### config.mk
export PLATFORM = sky130hd
export DESIGN_NAME = debug_unit
export DESIGN_NICKNAME = d
export VERILOG_FILES = /design/src/rtl/debug_unit.sv
export SDC_FILE = /design/constraint.sdc
export NUM_CORES = 1
export LEC_CHECK = 0
export ABC_AREA = 1
export CELL_PAD_IN_SITES_DETAIL_PLACEMENT = 2
export CELL_PAD_IN_SITES_GLOBAL_PLACEMENT = 2
export CORE_AREA = 2 2 154 156
export CTS_CLUSTER_SIZE = 8
export DETAILED_ROUTE_END_ITERATION = 8
export DIE_AREA = 0 0 156 158
export PLACE_DENSITY = 0.74
export SLEW_MARGIN = 20
export SYNTH_ARGS = -nofsm -noshare
export SYNTH_HDL_FRONTEND = slang
export SYNTH_SLANG_ARGS = --single-unit
### constraint.sdc
create_clock -name i_clk -period 2 [get_ports i_clk]
set_clock_uncertainty 0.2 [all_clocks]
set_input_delay 0.3 -clock i_clk [delete_from_list [all_inputs] [get_ports i_clk]]
set_output_delay 0.3 -clock i_clk [all_outputs]
set_load 0.02 [all_outputs]
### src/rtl/debug_unit.sv
// Host-side debug controller: loads program words from UART, gates pipeline
// stepping/running, and streams PC plus register-file contents back over UART.
module debug_unit #(
  parameter int NB_ADDR = 32,
  parameter int NB_INST = 32,
  parameter int NB_DATA = 32,
  parameter int NB_REG  = 5,
  parameter int NB_BYTE = 8,
  parameter int N_REGS  = 32
) (
  input  logic               i_clk,
  input  logic               i_reset,
  input  logic [NB_BYTE-1:0] i_rx_data,
  input  logic               i_rx_valid,
  output logic [NB_BYTE-1:0] o_tx_data,
  output logic               o_tx_valid,
  input  logic               i_tx_ready,
  output logic               o_write,
  output logic [NB_INST-1:0] o_instruction,
  output logic [NB_ADDR-1:0] o_address,
  output logic               o_enable,
  output logic [NB_REG-1:0]  o_address_read_debug,
  input  logic [NB_DATA-1:0] i_data_read_debug,
  input  logic [NB_ADDR-1:0] i_pc,
  output logic               o_busy
);

  localparam logic [NB_BYTE-1:0] CMD_LOAD = 8'h4C;
  localparam logic [NB_BYTE-1:0] CMD_STEP = 8'h53;
  localparam logic [NB_BYTE-1:0] CMD_RUN  = 8'h52;
  localparam logic [NB_BYTE-1:0] CMD_DUMP = 8'h44;
  localparam logic [NB_BYTE-1:0] CMD_HALT = 8'h48;
  localparam logic [NB_BYTE-1:0] ONE_B    = 1;
  localparam logic [NB_REG-1:0]  LAST_REG = NB_REG'(N_REGS - 1);

  typedef enum logic [3:0] {
    IDLE, LOAD_CNT, LOAD_BYTE, LOAD_WRITE, STEP, RUN,
    DUMP_ADDR, DUMP_LATCH, DUMP_SEND
  } state_t;

  state_t state, next_state;

  logic [NB_BYTE-1:0]         word_cnt;
  logic [NB_BYTE-1:0]         word_idx;
  logic [1:0]                 byte_cnt;
  logic [NB_INST-NB_BYTE-1:0] shift_reg;
  logic [NB_DATA-1:0]         tx_word;
  logic [NB_REG-1:0]          reg_idx;
  logic                       pc_phase;
  logic                       handshake;
  logic                       word_sent;

  assign handshake = (state == DUMP_SEND) && i_tx_ready;
  assign word_sent = handshake && (byte_cnt == 2'd3);

  always_ff @(posedge i_clk) begin
    if (i_reset) state <= IDLE;
    else         state <= next_state;
  end

  always_comb begin
    next_state = state;
    case (state)
      IDLE: begin
        if (i_rx_valid) begin
          case (i_rx_data)
            CMD_LOAD: next_state = LOAD_CNT;
            CMD_STEP: next_state = STEP;
            CMD_RUN:  next_state = RUN;
            CMD_DUMP: next_state = DUMP_ADDR;
            default:  next_state = IDLE;
          endcase
        end
      end
      LOAD_CNT:   if (i_rx_valid) next_state = (i_rx_data == '0) ? IDLE : LOAD_BYTE;
      LOAD_BYTE:  if (i_rx_valid && byte_cnt == 2'd3) next_state = LOAD_WRITE;
      LOAD_WRITE: next_state = ((word_idx + ONE_B) == word_cnt) ? IDLE : LOAD_BYTE;
      STEP:       next_state = IDLE;
      RUN:        if (i_rx_valid && i_rx_data == CMD_HALT) next_state = IDLE;
      DUMP_ADDR:  next_state = DUMP_LATCH;
      DUMP_LATCH: next_state = DUMP_SEND;
      DUMP_SEND:  if (word_sent) next_state = (pc_phase || reg_idx != LAST_REG) ? DUMP_ADDR : IDLE;
      default:    next_state = IDLE;
    endcase
  end

  // The PC word goes out first; it is captured on the 'D' command and the
  // latch state leaves it untouched while pc_phase is set.
  always_ff @(posedge i_clk) begin
    if (i_reset) begin
      word_cnt      <= '0;
      word_idx      <= '0;
      byte_cnt      <= '0;
      shift_reg     <= '0;
      tx_word       <= '0;
      reg_idx       <= '0;
      pc_phase      <= 1'b0;
      o_instruction <= '0;
      o_address     <= '0;
    end else begin
      case (state)
        IDLE: begin
          if (i_rx_valid && i_rx_data == CMD_DUMP) begin
            tx_word  <= NB_DATA'(i_pc);
            pc_phase <= 1'b1;
            reg_idx  <= '0;
            byte_cnt <= '0;
          end
        end
        LOAD_CNT: begin
          if (i_rx_valid) begin
            word_cnt <= i_rx_data;
            word_idx <= '0;
            byte_cnt <= '0;
          end
        end
        LOAD_BYTE: begin
          if (i_rx_valid) begin
            shift_reg <= {shift_reg[NB_INST-2*NB_BYTE-1:0], i_rx_data};
            byte_cnt  <= byte_cnt + 2'd1;
            if (byte_cnt == 2'd3) begin
              o_instruction <= {shift_reg, i_rx_data};
              o_address     <= NB_ADDR'({word_idx, 2'b00});
            end
          end
        end
        LOAD_WRITE: word_idx <= word_idx + ONE_B;
        DUMP_LATCH: if (!pc_phase) tx_word <= i_data_read_debug;
        DUMP_SEND: begin
          if (handshake) begin
            tx_word  <= tx_word << NB_BYTE;
            byte_cnt <= byte_cnt + 2'd1;
            if (byte_cnt == 2'd3) begin
              if (pc_phase)               pc_phase <= 1'b0;
              else if (reg_idx == LAST_REG) reg_idx <= '0;
              else                        reg_idx  <= reg_idx + 1'b1;
            end
          end
        end
        default: ;
      endcase
    end
  end

  always_comb begin
    o_write    = (state == LOAD_WRITE);
    o_enable   = (state == STEP) || (state == RUN);
    o_tx_valid = (state == DUMP_SEND);
    o_tx_data  = o_tx_valid ? tx_word[NB_DATA-1 -: NB_BYTE] : '0;
    o_busy     = (state != IDLE);
  end

  assign o_address_read_debug = reg_idx;

endmodule

==> impl_metrics.env <==
export IMPL_drive_above_1_share_pct=25.2
export IMPL_finalMaxSlewViolations=0
export IMPL_core_area_sq_um=23100
export IMPL_end_kind="flip-flop"
export IMPL_initial_core_util_pct=25.7
export IMPL_routabilityCongestion=0.841
export IMPL_synth_area_top_cells="dfxtp_1, nand2_1, nor2_1"
export IMPL_grt_overflow_total=0
export IMPL_start_kind="flip-flop"
export IMPL_multi_input_area_sq_um=3170
export IMPL_finalHoldViolations=0
export IMPL_synth_largest_area_cell="dfxtp_1"
export IMPL_rsz0062_at_grt="yes"
export IMPL_clk_latency_ns=0.43
export IMPL_ys_ff_latch=124
export IMPL_nNetsFinal=1122
export IMPL_min_period_ns=2.12
export IMPL_synth_commonest_cells="nand2_1, dfxtp_1, nor2_1"
export IMPL_yosysMostFrequentCell="nand2_1"
export IMPL_drt_iter0_drc=225
export IMPL_leakagePower_uw=0.00370
export IMPL_wl_per_cell_um=17.9
export IMPL_setup_ws_ns=-0.116
export IMPL_worstSetupPathType="flip-flop to flip-flop"
export IMPL_synth_cells=833
export IMPL_min_path_cells=4
export IMPL_drt_first_pass_iters=4
export IMPL_grt_pass1_vias=6780
export IMPL_yosysUniqueCellTypes=33
export IMPL_avgSynthCellArea_sq_um=7.11
export IMPL_dpl_cell_count=1284
export IMPL_cts_root_buf="clkbuf_16"
export IMPL_cp_data_required_time_ns=2.11
export IMPL_setup_viol=12
export IMPL_syn_to_final_growth_pct=54.5
export IMPL_slew_headroom_pct=54.5
export IMPL_hold_buffers=0
export IMPL_viasPerCell=4.73
export IMPL_synth_edf_count=0
export IMPL_dpl_hpwl_um=16000
export IMPL_ios=157
export IMPL_worst_slew_pin_slew_ns=0.683
export IMPL_fin_crit_sh_pct=106
export IMPL_rows=56
export IMPL_async_reset_ff_share_pct=0
export IMPL_finalSetupTns_ns=-0.301
export IMPL_synth_area_sq_um=5920
export IMPL_worst_path_max_fanout=6
export IMPL_vias=6360
export IMPL_place_area_sq_um=7970
export IMPL_cts_buffer_depth=2
export IMPL_status="complete, but fails checks"
export IMPL_worstPathArrival_ns=2.23
export IMPL_min_to="shift_reg[0]"
export IMPL_finalPower_uw=6800
export IMPL_r2r_start="state[3]"
export IMPL_final_cells=1346
export IMPL_rr_worst_depth=13
export IMPL_drc_errors=0
export IMPL_portBuffers=132
export IMPL_final_area_sq_um=9150
export IMPL_die_area_sq_um=24600
export IMPL_hp_class="input port to flip-flop"
export IMPL_cp_startpoint="state[3]"
export IMPL_grt_pass1_wl_um=36700
export IMPL_reg2reg_slack_ns=-0.12
export IMPL_ant_nets=0
export IMPL_antenna_found_initial=1
export IMPL_grt_usage_pct=19.3
export IMPL_cts_htree_levels=4
export IMPL_drt_wl_total_um=24100
export IMPL_ys_dominant_reg_cell="dfxtp_1"
export IMPL_timing_rr_end="tx_word[31]"
export IMPL_max_freq_ghz=0.473
export IMPL_synth_top_area_share_pct=41.9
export IMPL_grt_max_degree=56
export IMPL_n_fill_cell=2605
export IMPL_numCtsBuffers=17
export IMPL_cts_clk_slew_worst_paths_ns=0.06
export IMPL_regArea_sq_um=2490
export IMPL_cts_tree="done"
export IMPL_power_density_nw_per_um2=743
export IMPL_vdd_drop_max_v=0.000413
export IMPL_fp_dieW_um=156
export IMPL_cts_sinks=124
export IMPL_die_height_um=158
export IMPL_yosys_warnings=0
export IMPL_yosysSeqAreaShare_pct=41.9
export IMPL_violations="negative setup slack"
export IMPL_hp_start="i_rx_data[0]"
export IMPL_drv_cap=0
-- per-stage QoR --
stage	setup slack, ns	util, %	hold WS, ns
global route	-0.200	39.7	0.0889
CTS	-0.0109	38.2	0.171
detailed placement	-0.524	34.6	0.255
global placement	-0.371	34.6	0.250
floorplan	0.158	-	0.235
finish	-0.116	39.7	0.0896
-- cells in the final DEF (no fill, tap or decap), drive strengths merged --
cell type | netlist | layout
a221oi | 1 | 1
and2 | 1 | 1
diode | 0 | 1
clkinvlp | 0 | 1
nor2 | 108 | 108
nand4 | 8 | 8
nand3 | 66 | 66
nor4 | 2 | 2
nor3 | 6 | 6
clkinv | 0 | 4
a21oi | 73 | 73
a211oi | 25 | 25
dlygate4sd2 | 0 | 5
xnor2 | 1 | 1
o221ai | 1 | 1
a31oi | 8 | 8
dfxtp | 124 | 124
conb | 1 | 24
or2 | 2 | 2
buf | 43 | 121
dlymetal6s2s | 0 | 1
a22o | 1 | 1
clkdlybuf4s50 | 0 | 113
bufinv | 0 | 3
clkbuf | 31 | 21
o21ai | 74 | 74
nand2 | 197 | 197
inv | 55 | 59
ha | 4 | 4
xor2 | 1 | 1
-- worst max-delay path by stage --
stage | end | slack [ns] | cells past startpoint
after floorplan | state[1] | 0.16 | 10
after global placement | tx_word[9] | -0.37 | 13
after detailed placement | tx_word[9] | -0.52 | 13
after CTS | o_tx_data[5] | -0.01 | 6
after global routing | tx_word[31] | -0.20 | 14
final | tx_word[31] | -0.12 | 13
-- logic make-up (layout without fill, tap and decap cells) --
kind of cell,Yosys count,in the layout,synth area share (%)
and+or+nand+nor,390,390,27.6
AOI/OAI and AO/OA,183,183,18.7
buffers and inverters,129,328,10.6
DFF,124,124,41.9
adders and majority gates,4,4,0.845
xor gates and xnor gates,2,2,0.296
other,1,25,0.0633
-- metal layers --
metal | wire (um) | share of wire [%] | track usage (%) | vias up
met4 | 304 | 1.3 | 5.24 | 2
met2 | 12500 | 52 | 35.3 | 137
met1 | 10100 | 42 | 22.3 | 3087
met5 | 13 | 0.054 | 0 | -
met3 | 1120 | 4.6 | 5.15 | 22
li1 | - | - | - | 3112
-- what timing repair did --
action | 4_1_cts | 5_1_grt
resized for setup | 97 | 100
setup endpoints to repair | 58 | 108
cloned | 0 | 1
pin swaps | 8 | 17
buffers inserted | 22 | 8
-- critical path, cell delays in order (launching register included) --
cell	delay (ns)
dfxtp_1	0.32
buf_4	0.15
nor2_4	0.12
inv_2	0.06
nor2_4	0.10
inv_2	0.06
nand2_2	0.09
o21ai_4	0.07
nor2_4	0.17
inv_4	0.07
buf_12	0.14
buf_8	0.13
a211oi_2	0.22
nor2_1	0.09
-- power by group --
part           internal (uW)  switching (uW)  leakage, uW
Sequential              2580            85.6      0.00101
Combinational            419             450      0.00240
Clock                   2010            1260     0.000296
Total                   5010            1790      0.00370
-- final cells by class --
type	count	share of cell area (%)
tap	290	3.97
clock buffer	20	4.88
sequential	124	27.3
inverter	55	2.34
clock inverter	12	1.75
timing repair buffer	241	25.1
multi-input combinational	603	34.6
antenna	1	0.0274
Note: power is estimated with default switching activity, not from simulation.
